`config.mk`:
```
export PLATFORM = sky130hd
export DESIGN_NAME = systolic_tile_feeder
export DESIGN_NICKNAME = d
export VERILOG_FILES = /design/src/rtl/systolic_tile_feeder.sv
export SDC_FILE = /design/constraint.sdc
export NUM_CORES = 1
export LEC_CHECK = 0
export ABC_AREA = 1
export CAP_MARGIN = 20
export CORE_ASPECT_RATIO = 0.7
export CORE_UTILIZATION = 50
export CTS_CLUSTER_SIZE = 10
export DETAILED_ROUTE_END_ITERATION = 8
export GPL_ROUTABILITY_DRIVEN = 0
export GPL_TIMING_DRIVEN = 0
export PLACE_DENSITY_LB_ADDON = 0.2
export SLEW_MARGIN = 40
export SYNTH_ARGS = -nofsm -noshare
export SYNTH_HDL_FRONTEND = slang
export SYNTH_SLANG_ARGS = --single-unit
```
`constraint.sdc`:
```
create_clock -name CLK -period 5.31 [get_ports CLK]
set_clock_uncertainty 0.05 [all_clocks]
set_input_delay 1.593 -clock CLK [delete_from_list [all_inputs] [get_ports CLK]]
set_output_delay 1.593 -clock CLK [all_outputs]
set_load 0.02 [all_outputs]
```
`src/rtl/systolic_tile_feeder.sv`:
```
// Tile buffer and sequencer feeding the systolic skew stage: loads a LENGTH x LENGTH tile, then streams it plus LENGTH-1 zero vectors.
// Define TRANSPOSE_EN to stream columns instead of rows (weight-stationary layout).
module systolic_tile_feeder #(
    parameter int WIDTH  = 8,
    parameter int LENGTH = 5
) (
    input  logic                              CLK,
    input  logic                              ASYNC_RST,
    input  logic                              SYNC_RST,
    input  logic                              In_Valid,
    output logic                              In_Ready,
    input  logic [0:LENGTH-1][WIDTH-1:0]      In_Data,
    input  logic                              Hold,
    output logic [0:LENGTH-1][WIDTH-1:0]      Outputs,
    output logic                              Out_EN,
    output logic                              Busy,
    output logic                              Done
);

    localparam int CW = $clog2(LENGTH) + 1;
    localparam int IW = $clog2(LENGTH);
    localparam logic [CW-1:0] LAST_ROW   = CW'(LENGTH - 1);
    localparam logic [CW-1:0] LAST_FLUSH = CW'(LENGTH - 2);

    typedef enum logic [1:0] {LOAD, DRAIN, FLUSH, DONE} state_t;

    state_t                         state;
    logic [CW-1:0]                  cnt;
    logic [IW-1:0]                  idx;
    logic                           beat_acc;
    logic [0:LENGTH-1][WIDTH-1:0]   tile_buf [0:LENGTH-1];
    logic [0:LENGTH-1][WIDTH-1:0]   drain_vec;

    assign In_Ready = (state == LOAD);
    assign idx      = cnt[IW-1:0];
    // A synchronous reset on the same edge drops the beat.
    assign beat_acc = In_Valid && In_Ready && !SYNC_RST;

    // Tile storage holds data only, so it is never cleared.
    always_ff @(posedge CLK) begin
        if (beat_acc) begin
            tile_buf[idx] <= In_Data;
        end
    end

    always_comb begin
        drain_vec = '0;
`ifdef TRANSPOSE_EN
        for (int i = 0; i < LENGTH; i++) begin
            drain_vec[i] = tile_buf[i][idx];
        end
`else
        drain_vec = tile_buf[idx];
`endif
    end

    always_ff @(posedge CLK or negedge ASYNC_RST) begin
        if (!ASYNC_RST) begin
            state   <= LOAD;
            cnt     <= '0;
            Outputs <= '0;
            Out_EN  <= 1'b0;
            Busy    <= 1'b0;
            Done    <= 1'b0;
        end else if (SYNC_RST) begin
            state   <= LOAD;
            cnt     <= '0;
            Outputs <= '0;
            Out_EN  <= 1'b0;
            Busy    <= 1'b0;
            Done    <= 1'b0;
        end else begin
            case (state)
                LOAD: begin
                    if (In_Valid) begin
                        if (cnt == LAST_ROW) begin
                            state <= DRAIN;
                            cnt   <= '0;
                            Busy  <= 1'b1;
                        end else begin
                            cnt <= cnt + CW'(1);
                        end
                    end
                end
                DRAIN: begin
                    if (Hold) begin
                        Out_EN <= 1'b0;
                    end else begin
                        Outputs <= drain_vec;
                        Out_EN  <= 1'b1;
                        if (cnt == LAST_ROW) begin
                            state <= FLUSH;
                            cnt   <= '0;
                        end else begin
                            cnt <= cnt + CW'(1);
                        end
                    end
                end
                FLUSH: begin
                    if (Hold) begin
                        Out_EN <= 1'b0;
                    end else begin
                        Outputs <= '0;
                        Out_EN  <= 1'b1;
                        if (cnt == LAST_FLUSH) begin
                            state <= DONE;
                            cnt   <= '0;
                        end else begin
                            cnt <= cnt + CW'(1);
                        end
                    end
                end
                DONE: begin
                    // First edge raises the Done pulse, second returns to LOAD.
                    Out_EN  <= 1'b0;
                    Outputs <= '0;
                    if (!Done) begin
                        Done <= 1'b1;
                    end else begin
                        Done  <= 1'b0;
                        Busy  <= 1'b0;
                        cnt   <= '0;
                        state <= LOAD;
                    end
                end
                default: begin
                    state <= LOAD;
                    cnt   <= '0;
                end
            endcase
        end
    end

endmodule

```
==> results.ini, run 1 <==
[run_status]
outcome = complete, no violations

[yosys]
synth.area.top_cells = edfxtp_1 61%, dfrtp_1 12%, nand2_1 8.7%
synth_fp_nets = 837
async_flop_share_pct = 19.68
synth_area_leader_cell = edfxtp_1
synth_most_common_cell = nand2_1
ys_seq_area_share_pct = 73.04
synth_edf_count = 200
ys_seq_elements = 249
synth_cells = 786
synth_warnings = 0
postSynthAreaPerCell_um2 = 12.60
synthTopCellsByCount = 230 x nand2_1, 200 x edfxtp_1, 80 x o211ai_1
synthFlopType = edfxtp_1
netlist_area_um2 = 9901
ys_types = 25
synth_top_area_share_pct = 60.66

[worst_setup_path]
crit_buf_inv = 7
cp.arrival_ns = 3.95
worstPathRequired_ns = 5.49
cp_top_family = buffers and inverters
crit_path_max_incr_delay_ns = 0.46
endpoint_kind = flip-flop
critPathSlowestCell = clkdlybuf4s50_1
crit_type = in -> reg
path_cells = clkdlybuf4s50_1, buf_6, nor3_1, nand2_1, nor3_4, buf_6, buf_6, buf_6, buf_6, buf_6
cp-start-kind = input pin
cp_common_cell = buf_6
path_max_fanout = 10

[floorplan]
start_util_pct = 51.76
coreArea_um2 = 19130
fp.dieH_um = 119.7
rows = 42
die_area_um2 = 20380
io_pins = 89
dieWidth_um = 170.2

[placement]
pre_cts_ws_ns = 1.008
dpl_cell_area_um2 = 11410
hpwl_um = 14130
port_buffers = 88

[global_routing]
grt_max_degree = 26
grt-ovfl-total = 0
antenna_found_initial = 0
grt_use_total_pct = 22.07
grt_pass1_vias = 6028
busiest_layer = met1
grt_first_pass_wirelength_um = 33660
met2_usage_pct = 33.56
grt.met1_usage_pct = 33.75
use_met3_pct = 3.133

[clock_tree]
post_cts_buffers = 0
cts_hold_buf = 0
cts_buffer_depth = 3
cts_resized = 0
clk_latency_ns = 0.52
cts-root-buf = clkbuf_16
cts_tree = built
clk_pin_slew_ns = 0.06
numCtsBuffers = 28
htreeDepth = 1
numClockSinks = 249

[pwr]
power_frac_seq_pct = 39.5
switching_power_w = 0.002071
power.density_nw_per_um2 = 507.3
p_leak_nw = 4.741
power_frac_clock_pct = 27.7
peakVddDrop_uv = 248.7
internal_power_w = 0.004129
total_power_w = 0.006200
p_comb_share_pct = 32.8
switching_share_pct = 33.40

[sta]
min_period_over_period_pct = 71.05
hold_viol = 0
maxSlewHeadroom_pct = 54.45
setup_viol = 0
slew_violations = 0
rsz0062_at_grt = false
worstMarginPinSlew_ns = 0.6832
tns_ns = 0
worst_slack_ns = 1.537
fmax_mhz = 265.1
finalCriticalPeriod_ns = 3.773

[routing]
via_count = 6292
wire_per_inst_um = 17.85
routed_via_density = 5.179
antenna_left = 0
remaining_drc_errors = 0
dr.pass1.iters = 7
drt_wl_total_um = 21690
initialDrtViolationCount = 556

[worst_hold_path]
hold_class = reg -> reg

[cells_and_area]
fin_nets = 981
fin_util_pct = 63.89
syn2layout_area_growth_pct = 23.44
layout-drive-gt1-share_pct = 14.83
final_area_um2 = 12220
num_antenna_cells = 0

[flow_run]
drv_cap = 0

## tightest hold or removal path, delay by kind of cell, from the launching register on
family	cells	cell delay [ns]
flops	1	0.34
simple gates	2	0.10
## layout make-up
type / instances / area (um^2)
flip-flops and latches: 249 / 7232
well taps: 264 / 330.3
repair buffers: 114 / 1146
clock buffers: 51 / 808.3
plain buffers: 39 / 216.5
fillers: 1500 / 6907
inverters: 61 / 229.0
multi-input cells: 437 / 2260
## registers in the layout, summed over array words and instances, names as in the netlist
register and cells:
Done 1, Outputs 40, Out_EN 1, cnt 4, state 2, Busy 1, tile_buf 200
## path summary, 6_finish.rpt
check / start / end / slack [ns] / cells past startpoint
max: SYNC_RST / tile_buf[4][32] / 1.54 / 10
min: Outputs[11] / Outputs[11] / 0.42 / 2
max reg2reg: state[0] / tile_buf[4][32] / 2.42 / 11
min reg2reg: Outputs[11] / Outputs[11] / 0.42 / 2
max in group asynchronous: ASYNC_RST / Outputs[39] / 3.80 / 2
min in group asynchronous: ASYNC_RST / Outputs[10] / 0.91 / 1
## cell usage in the layout (no fill, tap or decap), types with 3 or more instances in the layout
cell type        count
clkdlybuf4s50_1     87
nor2_1              10
nand2_1            230
clkbuf_1            32
nand3_1             45
clkbuf_16           29
inv_1               58
buf_4               20
nor2_4               4
o211ai_1            80
o21ai_0              5
nor2_2               3
or2_2               40
buf_6                7
dfrtp_1             49
inv_2                3
buf_2               23
ha_1                 6
edfxtp_1           200
a21oi_1              4
## routing by layer
metal  share of wire [%]  routed length (um)
met1                  47               10300
met2                  45                9691
met5                   0                   0
met4                 1.7                 359
met3                 6.2                1340
## power groups by stage
stage	Sequential [W]	Clock (W)	Combinational [W]
global placement	0.00250	0	0.00196
global route	0.00247	0.00183	0.00224
detailed placement	0.00249	0	0.00204
CTS	0.00245	0.00174	0.00206
floorplan	0.00262	0	0.00112
finish	0.00245	0.00172	0.00203
## per-stage QoR
stage | cells | hold slack (ns)
4_1_cts | 1215 | 0.4294
2_1_floorplan | 786 | 0.4400
3_3_place_gp | 1138 | 0.4113
5_1_grt | 1215 | 0.4377
3_5_place_dp | 1164 | 0.4143
6_report | 1215 | 0.4233
## cell families after synthesis
kind of cell / Yosys count / share of synthesized area [%]
adders and majority gates: 6 / 0.7582
buffers and inverters: 100 / 4.499
AOI/OAI and AO/OA: 91 / 6.761
DFF: 249 / 73.04
and+or+nand+nor: 340 / 14.94
Note: power is estimated with default switching activity, not from simulation.
==> run 2: changes to the inputs <==
Clock period 5.31 ns to 3.7 ns, I/O delays scaled along.
==> results of run 2 <==
Same layout as run 1 (identical final DEF). Status: complete, no violations.
Main changes from that run: setup slack after placement 1.008 ns -> -0.1192 ns; setup slack after layout 1.537 ns -> 0.4103 ns; register-to-register setup slack 2.42 ns -> 0.81 ns; total power 0.006200 W -> 0.008898 W; worst IR drop on VDD 248.7 uV -> 357.0 uV
